$ cat src/rtl/envelope_source.sv
// Envelope producer: signed I/Q -> |I/Q| approximation -> per-window peak or mean,
// presented as amplitude with a one-cycle next strobe.
module envelope_source #(
  parameter int LOG2_WINDOW = 2,
  parameter int WIDTH       = 16
) (
  input  logic                    clk,
  input  logic                    rst,
  input  logic signed [WIDTH-1:0] i_data,
  input  logic signed [WIDTH-1:0] q_data,
  input  logic                    data_valid,
  input  logic                    mode,
  output logic [WIDTH-1:0]        amplitude,
  output logic                    next
);

  localparam int STAGES = 3;
  localparam int ACC_W  = WIDTH + LOG2_WINDOW;
  localparam logic [WIDTH-1:0] SMAX = {1'b0, {(WIDTH-1){1'b1}}};
  localparam logic [WIDTH-1:0] SMIN = {1'b1, {(WIDTH-1){1'b0}}};

  // mode rides along with its sample so the window choice lines up with the
  // first input sample of the window, not with whatever is on the pin 3 cycles later
  typedef struct packed {
    logic [WIDTH-1:0] a;
    logic [WIDTH-1:0] b;
    logic             m;
  } s1_t;

  typedef struct packed {
    logic [WIDTH-1:0] mx;
    logic [WIDTH-1:0] mn;
    logic             m;
  } s2_t;

  typedef struct packed {
    logic [WIDTH-1:0] mag;
    logic             m;
  } s3_t;

  function automatic logic [WIDTH-1:0] sat_abs(input logic [WIDTH-1:0] x);
    if (x == SMIN)    return SMAX;
    else if (x[WIDTH-1]) return ~x + 1'b1;
    else              return x;
  endfunction

  logic [STAGES:1]        vld_pipe;
  s1_t                    s1;
  s2_t                    s2;
  s3_t                    s3;
  logic [LOG2_WINDOW-1:0] cnt;
  logic                   mode_q;
  logic [WIDTH-1:0]       peak;
  logic [ACC_W-1:0]       acc;

  logic                   first, last, eff_mode;
  logic [WIDTH-1:0]       peak_nxt;
  logic [ACC_W-1:0]       acc_nxt;

  always_comb begin
    first    = (cnt == '0);
    last     = &cnt;
    eff_mode = first ? s3.m : mode_q;
    peak_nxt = (first || s3.mag > peak) ? s3.mag : peak;
    acc_nxt  = first ? ACC_W'(s3.mag) : acc + ACC_W'(s3.mag);
  end

  always_ff @(posedge clk) begin
    if (rst) begin
      vld_pipe  <= '0;
      s1        <= '0;
      s2        <= '0;
      s3        <= '0;
      cnt       <= '0;
      mode_q    <= 1'b0;
      peak      <= '0;
      acc       <= '0;
      amplitude <= '0;
      next      <= 1'b0;
    end else begin
      vld_pipe <= {vld_pipe[STAGES-1:1], data_valid};
      s1.a     <= sat_abs(i_data);
      s1.b     <= sat_abs(q_data);
      s1.m     <= mode;
      s2.mx    <= (s1.a > s1.b) ? s1.a : s1.b;
      s2.mn    <= (s1.a > s1.b) ? s1.b : s1.a;
      s2.m     <= s1.m;
      s3.mag   <= s2.mx + (s2.mn >> 1);
      s3.m     <= s2.m;
      next     <= 1'b0;
      if (vld_pipe[STAGES]) begin
        cnt  <= cnt + LOG2_WINDOW'(1);
        peak <= peak_nxt;
        acc  <= acc_nxt;
        if (first) mode_q <= s3.m;
        if (last) begin
          amplitude <= eff_mode ? acc_nxt[ACC_W-1:LOG2_WINDOW] : peak_nxt;
          next      <= 1'b1;
        end
      end
    end
  end

endmodule

$ cat config.mk
export PLATFORM = sky130hd
export DESIGN_NAME = envelope_source
export DESIGN_NICKNAME = d
export VERILOG_FILES = /design/src/rtl/envelope_source.sv
export SDC_FILE = /design/constraint.sdc
export NUM_CORES = 1
export LEC_CHECK = 0
export ABC_AREA = 1
export BUFFER_PORTS_ARGS = -buffer_cell sky130_fd_sc_hd__buf_2
export CORE_MARGIN = 1
export CORE_UTILIZATION = 45
export CTS_BUF_LIST = sky130_fd_sc_hd__clkbuf_2
export CTS_CLUSTER_SIZE = 8
export DETAILED_ROUTE_END_ITERATION = 8
export GPL_TIMING_DRIVEN = 0
export PLACE_DENSITY = 0.6
export SLEW_MARGIN = 20
export SYNTH_ARGS = -nofsm -noshare
export SYNTH_HDL_FRONTEND = slang
export SYNTH_SLANG_ARGS = --single-unit
$ cat constraint.sdc
create_clock -name clk -period 3.1 [get_ports clk]
set_input_delay 0.155 -clock clk [delete_from_list [all_inputs] [get_ports clk]]
set_output_delay 0.155 -clock clk [all_outputs]
set_load 0.01 [all_outputs]
* Word-level counts from Yosys, hierarchy flattened
Index checks and enable logic that the tools add are counted. Widths: inputs -> output; s select.
Operators by class: add/subtract/negate cells 5, reductions and logical operators 7, muxes and demuxes 11, eq/ne operators 2, bitwise logic cells 5, magnitude comparators 2
Operators with widths (number):
- $mux 16 | 4
- $mux 15 | 4
- $add 16x1->16 const B | 2
- $eq 16x16->1 const B | 2
- $gt 16x16->1 | 2
- $not 16->16 | 2
- $add 18x16->18 | 1
- $mux 18 | 1
- $add 16x15->16 | 1
- $reduce_or 3->1 | 2
- $not 1->1 | 3
- $reduce_and 3->1 | 1
- $add 2x1->2 const B | 1
- $logic_not 2->1 | 1
- $mux 1 | 2
- $reduce_and 2->1 | 1
- $reduce_or 2->1 | 1
- $logic_or 1x1->1 | 1
Word-level totals: bits of input ports 36, flip-flop bits (word level) 140, logic and storage cells 49

* Logic depth before layout (Yosys ltp)
Gate-level depths: netlist of the first run.
depth in word-level cells 4, depth in mapped cells 18, depth with buffers taken out 17

* Worst setup path before layout of the first run
Ideal clock, no wire load.
path kind register to register, from register s3[2] (netlist bit), to register peak[1], cell stages (with the launch flop) 17, setup slack 1.296 ns, data required time 2.984 ns, arrival 1.687 ns, period minus slack after synthesis 1.804 ns, setup time 0.116 ns, path buffers 1, path through dfxtp_1 ha_1 nand2_1 nand2_1 nand2_1 nand2_1 nand2_1 nand2_1 nand2_1 nand2_2 nand2_4 nand2_4 buf_12 nand2_4 nand3_1 o211ai_1 inv_1
On the way: cells in the longest elaborated chain, start to end 3
Ends and longest elaborated chain:
- start, declared | line 50 | s3_t s3;
- $gt 16x16->1 | line 64 | peak_nxt = (first || s3.mag > peak) ? s3.mag : peak;
- $logic_or 1x1->1 | line 64
- $mux 16 (*) | line 64
- end signal, assigned | line 93 | peak <= peak_nxt;
- end, declared | line 53 | logic [WIDTH-1:0] peak;
Mark *: on every way between the ends. The rest lies on a longest branch, timed or not. A chain may end at the register's enable or synchronous reset.

* Worst setup path after layout of the first run
from input q_data[2], to register s1[12] (netlist bit)
On the way: cells in the longest elaborated chain, start to end 4, elaborated cells on any way between the ends 5, those cells by class add/sub (1); eq/ne (1); mux (2); bitwise (1)
Ends and longest elaborated chain:
- start, declared | line 10 | input logic signed [WIDTH-1:0] q_data,
- $not 16->16 | line 43 | else if (x[WIDTH-1]) return ~x + 1'b1;
- $add 16x1->16 | line 43
- $mux 15 | line 43
- $mux 15 (*) | line 42 | if (x == SMIN) return SMAX;
- end, declared | line 48 | s1_t s1;
Marks and branches as above.

==> results.toml, run 1 <==
[timing]
slew_violations = 0
rsz0062_at_grt = "no"
timing.final.setup_violations = 0
timing.final.hold_violations = 0
slew_at_the_pin_closest_to_its_max_slew_limit_ns = 0.8513
final_min_period_over_clock_period_pct = 91.23
min_period_ns = 2.828
finalClockSkew_ns = 0.03345
fmaxAchievable_mhz = 353.6
final.setup.tns_ns = 0
remaining_max_slew_budget_at_the_tightest_pin_pct = 43.25

[floorplan]
die_h_um = 139.1
core_region_area_mm2 = 0.01821
die-area_mm2 = 0.01936
placementRows = 49
initial_core_util_pct = 46.47
die_x_um = 139.1
top_level_ports = 53

[synthesis]
yosysSeqAreaShare_pct = 32.88
synth_area_mm2 = 0.008462
synthMostInstantiatedCell = "nand2_1"
async_flop_share_pct = 0
netlist.top_cell.by_area = "dfxtp_1"
yosys_warnings = 0
ys_ff_latch = 139
number_of_flops_mapped_to_enable_cells_by_yosys = 0
synth.lib_cells_used.distinct = 48
synth_commonest_cells = "nand2_1 (188), inv_1 (145), dfxtp_1 (139)"
syn_nets = 1279
synthTopCellsByArea = "dfxtp_1 (33%), ha_1 (9.9%), nand2_1 (8.3%)"
syn_area_per_cell_um2 = 7.208
ys.flop_type = "dfxtp_1"
netlist.area_leader.share_pct = 32.88
postSynthCellCount = 1174

[cts]
post_cts.repair.setup_buffers = 0
clk_transition_reported_paths_ns = 0.20
cts_buffer_count = 17
clk_latency_ns = 0.71
cts.repair.resized = 0
clkSinkCount = 139
root_buffer = "clkbuf_2"
cts_htree_levels = 4
hold_buffers = 67
cts_tree = "yes"
longest_clk_path_bufs = 2

[routing]
via_count = 7889
totalWireLength_um = 22050
route.detailed.drc = 0
dr.first_iter.drc_count = 298
detail-route-antenna-nets = 0
wl_per_cell_um = 14.19
drt-pass1-iter-count = 7
drt-vias-per-instance = 5.077

[worst_setup_path]
crit_required_ns = 3.71
crit_path_start_kind = "primary input"
worst_r2r_path_depth = 12
critical_path_arrival_ns = 3.44
worstSetupEndpointType = "flop"
worst-path-max-fanout = 3
criticalPathCategory = "in -> reg"
rrSetupSlack_ns = 0.82

[place]
gp_routability_congestion = 0.9042
buffers_added_on_ports = 51
dpl.hpwl_um = 17100

[global_routing]
grt-ovfl-total = 0
grt_pass1_wl_um = 37180
grt_pass1_vias = 7844
grt_use_total_pct = 24.14
antenna_found_initial = 1
grt_max_degree = 17

[job]
drv_cap = 0

[power_and_ir_drop]
cellLeakagePower_nw = 4.696
worst_ir_drop_vdd_mv = 0.1948
power_density_mw_per_mm2 = 445.1

[hold_path]
min-delay-path-class = "in -> reg"
holdPathStages = 5

[finish]
post-route-util_pct = 54.30
fillerInstances = 1826
syn_to_final_growth_pct = 16.84
post_route_cells_drive_above_1_share_pct = 13.75
final_net_count = 1416

[outcome]
outcome = "completed"
-- worst max-delay path, cell delays in order --
cell and delay (ns):
dlygate4sd3_1 0.54, buf_2 0.13, inv_2 0.07, nand3_1 0.10, nor2_1 0.13, nand3_1 0.12, nor3_2 0.11, dlygate4sd3_1 0.60
nand3_1 0.12, nand2_1 0.10, or2_2 0.10, dlygate4sd3_1 0.53, a21oi_1 0.06, dlygate4sd3_1 0.58
-- layer usage --
layer  GRT usage, %  wire [um]
met1          27.18       9590
met2          44.68      11180
met3          3.867        605
met4          10.64        678
met5              0          0
-- final timing paths --
check,from,endpoint
max,q_data[2],s1[12]$_SDFF_PP0_
min,i_data[15],s1[31]$_SDFF_PP0_
max reg2reg,s3[8]$_SDFF_PP0_,amplitude[15]$_SDFFE_PP0P_
min reg2reg,vld_pipe[1]$_SDFF_PP0_,vld_pipe[2]$_SDFF_PP0_
-- per-stage QoR --
step	power (W)	area (um^2)	setup WS (ns)	std cells	hold WS, ns
global placement	0.003370	9004	0.8648	1454	0.3556
finish	0.004400	9887	0.2718	1554	0.08932
CTS	0.004427	9884	0.3634	1553	0.0009316
global route	0.004720	9887	0.1575	1554	0.02945
detailed placement	0.003381	9004	0.8679	1454	0.3636
floorplan	0.003049	8462	1.296	1174	0.2620
-- layout make-up --
cell class	count	area, um^2	share of cell area, %
Antenna cell	1	2.502	0.02531
Buffer	42	254.0	2.569
Clock buffer	17	85.08	0.8605
Clock inverter	15	125.1	1.266
Inverter	163	611.8	6.188
Multi-Input combinational cell	830	4813	48.68
Sequential cell	139	2783	28.14
Tap cell	229	286.5	2.898
Timing Repair Buffer	118	925.9	9.365
-- flip-flops by register name, summed over array words and instances (netlist names) --
register,count
amplitude,16
s1,33
acc,18
s3,17
s2,32
peak,16
cnt,2
vld_pipe,3
mode_q,1
next,1
-- cells in the final DEF (no fill, tap or decap), drive strengths merged --
cell type,n
buf,63
clkinvlp,5
bufinv,1
or2,5
ha,67
fa,2
nand4,6
dlygate4sd3,67
bufbuf,1
o21ai,96
dfxtp,139
nand3,127
nand3b,6
a21oi,95
nor4,1
nor2,141
a2111oi,1
xor2,14
clkbuf,45
diode,1
a21o,5
o211ai,34
dlymetal6s2s,1
o21bai,1
inv,164
nor3,12
nand2,204
clkinv,8
a31oi,7
o31ai,1
and2,1
a21boi,2
a211oi,2
-- where the power goes --
group | internal (W) | switching [W]
clock network | 0.000285 | 0.000685
logic | 0.000526 | 0.000829
registers | 0.00194 | 0.000136
-- kinds of logic (layout without fill, tap and decap cells) --
logic type,count (synthesis),after routing,share of synthesized area [%]
flip-flops,139,139,32.88
other,0,1,0
XOR/XNOR,14,14,1.449
buffers and inverters,205,355,10.23
AND/OR/NAND/NOR,503,503,28.66
adder cells (fa/ha/maj),69,69,10.38
AO/OA/AOI/OAI,244,244,16.40
(Power assumes the default switching activity.)
==> run 2, diff against run 1 <==
--- a/config.mk
+++ b/config.mk
@@ -5,7 +5,7 @@
 export SDC_FILE = /design/constraint.sdc
 export NUM_CORES = 1
 export LEC_CHECK = 0
-export ABC_AREA = 1
+export ABC_AREA = 0
 export BUFFER_PORTS_ARGS = -buffer_cell sky130_fd_sc_hd__buf_2
 export CORE_MARGIN = 1
 export CORE_UTILIZATION = 45
==> results.toml, run 2 <==
[outcome]
outcome = "completed"

[worst_setup_path]
critical_path_arrival_ns = 3.54
critPathSlowestCell = "dlygate4sd3_1"
worst-path-max-fanout = 3
largest_stage_delay_on_the_critical_path_ns = 0.60
worstSetupEndpointType = "flop"
criticalPathCategory = "in -> reg"
timing.critical_path.mode_cell = "dlygate4sd3_1"
crit_required_ns = 3.74
timing.critical_path.cells = "dlygate4sd3_1, buf_2, nor4_2, dlygate4sd3_1, nand3_1, o31ai_1, xor2_1, dlygate4sd3_1, a21oi_1, dlygate4sd3_1"
crit_path_start_kind = "primary input"

[floorplan]
top_level_ports = 53
die_h_um = 136.3
initial_core_util_pct = 46.46
die-area_mm2 = 0.01859
die_x_um = 136.3
core_region_area_mm2 = 0.01748
placementRows = 48

[job]
drv_cap = 0

[finish]
number_of_flip_flops_under_the_largest_register_name = 33
final_net_count = 1182
ff_latch_area_mm2 = 0.002783
layout.cells.most_common_list = "dfxtp_1 (139), nor2_1 (97), a21oi_1 (75)"
final-instance-count-excl-fill = 1315
multiInputGateArea_mm2 = 0.004959
fillerInstances = 1642
mostFrequentLayoutCell = "dfxtp_1"
reg.largest.list = "s1 x33, s2 x32, acc x18"
top_register = "s1"
post_route_cells_drive_above_1_share_pct = 9.734
syn_to_final_growth_pct = 17.66

[place]
dpl.cell_count = 1222
gp_routability_congestion = 0.8641
detailedPlace.worstSlack_ns = 0.3664
buffers_added_on_ports = 50
dpl.hpwl_um = 15470

[synthesis]
ys.flop_type = "dfxtp_1"
async_flop_share_pct = 0
number_of_flops_mapped_to_enable_cells_by_yosys = 0
yosys_warnings = 0
netlist.top_cell.by_area = "dfxtp_1"
postSynthCellCount = 947
synth.lib_cells_used.distinct = 59
netlist.area_leader.share_pct = 34.27
ys_ff_latch = 139
syn_area_per_cell_um2 = 8.575
synthTopCellsByArea = "dfxtp_1 (34%), ha_1 (10%), mux2i_1 (8.4%)"
yosysSeqAreaShare_pct = 34.27
syn_nets = 1052
synthMostInstantiatedCell = "dfxtp_1"
synth_commonest_cells = "dfxtp_1 (139), nor2_1 (97), a21oi_1 (75)"
synth_area_mm2 = 0.008120

[global_routing]
antenna_found_initial = 1
grt_max_degree = 17
grt-ovfl-total = 0
grt_use_total_pct = 23.75
grt_pass1_wl_um = 33820
grt_pass1_vias = 6868

[cts]
cts_buffer_count = 17
cts_tree = "yes"
root_buffer = "clkbuf_2"
clk_latency_ns = 0.73
post_cts.repair.setup_buffers = 0
cts_htree_levels = 4
clk_transition_reported_paths_ns = 0.21
clkSinkCount = 139
longest_clk_path_bufs = 2

[routing]
dr.first_iter.drc_count = 356
wl_per_cell_um = 15.66
drt-vias-per-instance = 5.345
detail-route-antenna-nets = 0
met3_wirelength_um = 809
detailroute.wirelength.met2_um = 10190
top_layer_used = "met4"
route.detailed.drc = 0
totalWireLength_um = 20590
via_count = 7029
drt-pass1-iter-count = 6
routed_metal_1_wirelength_um = 8802

[hold_path]
min-delay-path-class = "in -> reg"

[timing]
timing.final.setup_violations = 0
slew_violations = 0
timing.final.hold_violations = 0
slew_at_the_pin_closest_to_its_max_slew_limit_ns = 0.8104
rsz0062_at_grt = "no"
min_period_ns = 2.895
final.setup.tns_ns = 0
fmaxAchievable_mhz = 345.4
worst_slack_ns = 0.2050
finalClockSkew_ns = 0.03155
remaining_max_slew_budget_at_the_tightest_pin_pct = 45.72
final_min_period_over_clock_period_pct = 93.39

[power_and_ir_drop]
finalPower_w = 0.004245
worst_ir_drop_vdd_mv = 0.1821
cellLeakagePower_nw = 3.957
power_density_mw_per_mm2 = 444.3
## run 2: through the flow
step / utilization, % / area, um^2 / hold slack [ns]
floorplan: - / 8120 / 0.2519
global placement: 49.51 / 8652 / 0.3697
detailed placement: 49.51 / 8652 / 0.3696
CTS: 54.56 / 9535 / 0.006834
global route: 54.67 / 9554 / 0.07304
finish: 54.67 / 9554 / 0.07751
## run 2: metal layers
layer	track usage, %	vias up
li1	-	3615
met5	0	-
met4	12.28	0
met1	26.45	3197
met3	3.840	43
met2	43.15	174
## run 2: area by class of cell
type	count	share of cell area [%]
diodes	1	0.02619
plain buffers	44	1.912
clock buffers	18	0.9429
clock inverters	13	2.017
inverters	54	2.122
multi-input cells	710	51.90
flip-flops and latches	139	29.13
well taps	225	2.947
repair buffers	111	9.010
## run 2: path summary, 6_finish.rpt
| kind | startpoint | end | slack (ns) | depth (start not counted) |
|---|---|---|---|---|
| setup reg to reg | cnt[0]$_SDFFE_PP0P_ | amplitude[14]$_SDFFE_PP0P_ | 0.31 | 10 |
| setup / recovery | i_data[9] | s1[30]$_SDFF_PP0_ | 0.21 | 10 |
| hold reg to reg | vld_pipe[2]$_SDFF_PP0_ | vld_pipe[3]$_SDFF_PP0_ | 0.44 | 1 |
| hold / removal | q_data[15] | s1[13]$_SDFF_PP0_ | 0.08 | 4 |
## run 2: kinds of logic (layout without fill, tap and decap cells)
kind of cell	count (synthesis)	in the layout	synth area share, %
other cells	0	1	0
flops	139	139	34.27
buf+inv	98	240	4.746
simple gates	305	305	18.49
mux	72	72	8.937
xor+xnor	41	41	4.422
fa+ha+maj	69	69	10.82
compound gates	223	223	18.32
## run 2: power by group
part / leakage, nW / switching, W / internal (W)
combinational: 2.66 / 0.000549 / 0.000444
sequential: 1.14 / 0.0000919 / 0.00189
clock: 0.161 / 0.000730 / 0.000538
## run 2: worst max-delay path: cells and delay by family
kind / cells / cell delay, ns
buffers and inverters: 5 / 2.42
and+or+nand+nor: 2 / 0.46
AOI/OAI and AO/OA: 2 / 0.33
xor gates and xnor gates: 1 / 0.17
## run 2: what timing repair did
item | CTS | global route
resized for setup | 0 | 1
setup endpoints to repair | 0 | 1
endpoints found under the hold margin | 40 | 1
hold buffers | 60 | 1
==> run 3, diff against run 2 <==
--- a/config.mk
+++ b/config.mk
@@ -7,13 +7,16 @@
 export LEC_CHECK = 0
 export ABC_AREA = 0
 export BUFFER_PORTS_ARGS = -buffer_cell sky130_fd_sc_hd__buf_2
+export CELL_PAD_IN_SITES_DETAIL_PLACEMENT = 1
+export CELL_PAD_IN_SITES_GLOBAL_PLACEMENT = 1
 export CORE_MARGIN = 1
 export CORE_UTILIZATION = 45
 export CTS_BUF_LIST = sky130_fd_sc_hd__clkbuf_2
 export CTS_CLUSTER_SIZE = 8
 export DETAILED_ROUTE_END_ITERATION = 8
+export GPL_ROUTABILITY_DRIVEN = 0
 export GPL_TIMING_DRIVEN = 0
-export PLACE_DENSITY = 0.6
+export PLACE_DENSITY = 0.76
 export SLEW_MARGIN = 20
 export SYNTH_ARGS = -nofsm -noshare
 export SYNTH_HDL_FRONTEND = slang
==> results.toml, run 3 (same netlist as run 2, synthesis figures left out) <==
[worst_setup_path]
timing.critical_path.depth = 10
timing.critical_path.mode_cell = "dlygate4sd3_1"
worst_r2r_start = "s3[1]$_SDFF_PP0_"
crit_buf_inv = 5
crit_required_ns = 3.78
rrSetupSlack_ns = 0.26
critical_path.reg2reg.endpoint = "acc[16]$_SDFFE_PP0P_"
timing.critical_path.cells = "dlygate4sd3_1, buf_2, nor4_1, dlygate4sd3_1, nand3_1, o31ai_1, xor2_1, dlygate4sd3_1, a21oi_1, dlygate4sd3_1"
criticalPathCategory = "in -> reg"
crit_path_start_kind = "primary input"
largest_stage_delay_on_the_critical_path_ns = 0.64
worst-path-max-fanout = 3
worst_r2r_path_depth = 9
worstSetupEndpointType = "flop"
critical_path_arrival_ns = 3.58
critPathSlowestCell = "dlygate4sd3_1"
startpoint = "i_data[9]"
cpLargestDelayFamily = "buffers and inverters"

[timing]
rsz0062_at_grt = "no"
final.setup.tns_ns = 0
remaining_max_slew_budget_at_the_tightest_pin_pct = 44.55
final_min_period_over_clock_period_pct = 93.34
worst_slack_ns = 0.2065
timing.final.hold_violations = 0
slew_violations = 0
min_period_ns = 2.893
slew_at_the_pin_closest_to_its_max_slew_limit_ns = 0.8318
finalClockSkew_ns = 0.03273
timing.final.setup_violations = 0
fmaxAchievable_mhz = 345.6

[floorplan]
initial_core_util_pct = 46.46
top_level_ports = 53
core_region_area_mm2 = 0.01748
die_x_um = 136.3
die-area_mm2 = 0.01859
placementRows = 48
die_h_um = 136.3

[cts]
cts_buffer_count = 17
cts_tree = "yes"
post_cts.repair.setup_buffers = 0
cts_htree_levels = 4
longest_clk_path_bufs = 2
root_buffer = "clkbuf_2"
clk_latency_ns = 0.76
clk_transition_reported_paths_ns = 0.22
clkSinkCount = 139

[finish]
mostFrequentLayoutCell = "dfxtp_1"
top_register = "s1"
final_net_count = 1182
number_of_flip_flops_under_the_largest_register_name = 33
reg.largest.list = "s1 x33, s2 x32, acc x18"
layout.cells.most_common_list = "dfxtp_1 (139), nor2_1 (97), a21oi_1 (75)"
post_route_cells_drive_above_1_share_pct = 9.725
syn_to_final_growth_pct = 17.20

[global_routing]
grt-ovfl-total = 0
grt_use_total_pct = 27.60
antenna_found_initial = 1
grt_pass1_wl_um = 39110
grt_pass1_vias = 7670
grt_max_degree = 17

[place]
dpl.hpwl_um = 17640
detailedPlace.worstSlack_ns = 0.2148
buffers_added_on_ports = 50

[routing]
top_layer_used = "met4"
detailroute.wirelength.met2_um = 12950
route.detailed.drc = 0
via_count = 7286
met3_wirelength_um = 581
routed_metal_1_wirelength_um = 9949
drt-pass1-iter-count = 4
dr.first_iter.drc_count = 267
detail-route-antenna-nets = 0
totalWireLength_um = 24150
drt-vias-per-instance = 5.536
wl_per_cell_um = 18.35

[hold_path]
min_to = "s1[20]$_SDFF_PP0_"
holdPathStages = 4
hold_start = "i_data[15]"
min-delay-path-class = "in -> reg"

[job]
drv_cap = 0

[outcome]
outcome = "completed"

[power_and_ir_drop]
worst_ir_drop_vdd_mv = 0.2036
power_density_mw_per_mm2 = 437.5
cellLeakagePower_nw = 3.940
## run 3: changes by cell type in the layout (fill, tap and decap cells not counted), sizes merged
| cell | before | now |
|---|---|---|
| bufinv | 4 | 2 |
| clkbuf | 49 | 50 |
| inv | 56 | 59 |
| clkinv | 5 | 4 |
## run 3: layer usage
layer  global-route usage, %  vias to the layer above
met5                       0                        -
met4                   11.67                        0
met3                   4.101                       47
met2                   53.30                      137
met1                   29.34                     3494
li1                        -                     3608
## run 3: what timing repair did
item                                   in CTS  in global routing
hold buffers                               61                  0
resized for setup                           0                  1
setup endpoints to repair                   0                  1
endpoints found under the hold margin      40                  0
## run 3: worst max-delay path by stage
stage	to	slack, ns
final	s1[30]$_SDFF_PP0_	0.21
after floorplan	acc[14]$_SDFFE_PP0P_	0.67
after detailed placement	amplitude[13]$_SDFFE_PP0P_	0.21
after global placement	amplitude[13]$_SDFFE_PP0P_	0.28
after CTS	amplitude[13]$_SDFFE_PP0P_	0.16
after global routing	s1[30]$_SDFF_PP0_	0.05
## run 3: power by group
group          internal (W)  leakage, nW  switching, W
combinational      0.000446         2.66      0.000576
sequential          0.00189         1.14     0.0000957
clock              0.000398        0.148      0.000754
total               0.00274         3.94       0.00143
## run 3: layout make-up
cell class,instances,area [um^2]
repair buffers,111,860.8
well taps,225,281.5
inverters,54,202.7
multi-input cells,710,4952
diodes,1,2.502
fillers,2131,7960
clock inverters,13,156.4
flip-flops and latches,139,2783
plain buffers,44,182.7
clock buffers,19,95.09
## run 3: worst register-to-register path, cell delays in order (launching register included)
cell and delay [ns]:
dfxtp_1 0.42, ha_1 0.26, fa_1 0.44, a211oi_1 0.35, o21ai_2 0.16, a31oi_4 0.28
o21ai_2 0.12, a221oi_2 0.37, mux2i_1 0.22, o21ai_0 0.09
## run 3: stage by stage
| stage | std cells | hold WS, ns | area [um^2] | utilization, % | power, W |
|---|---|---|---|---|---|
| finish | 1316 | 0.05385 | 9517 | 54.45 | 0.004163 |
| global route | 1316 | 0.01141 | 9517 | 54.45 | 0.004387 |
| CTS | 1315 | 0.005758 | 9514 | 54.44 | 0.004186 |
| detailed placement | 1222 | 0.3731 | 8652 | 49.51 | 0.002972 |
| global placement | 1222 | 0.3634 | 8652 | 49.51 | 0.002943 |
| floorplan | 947 | 0.2519 | 8120 | - | 0.002687 |
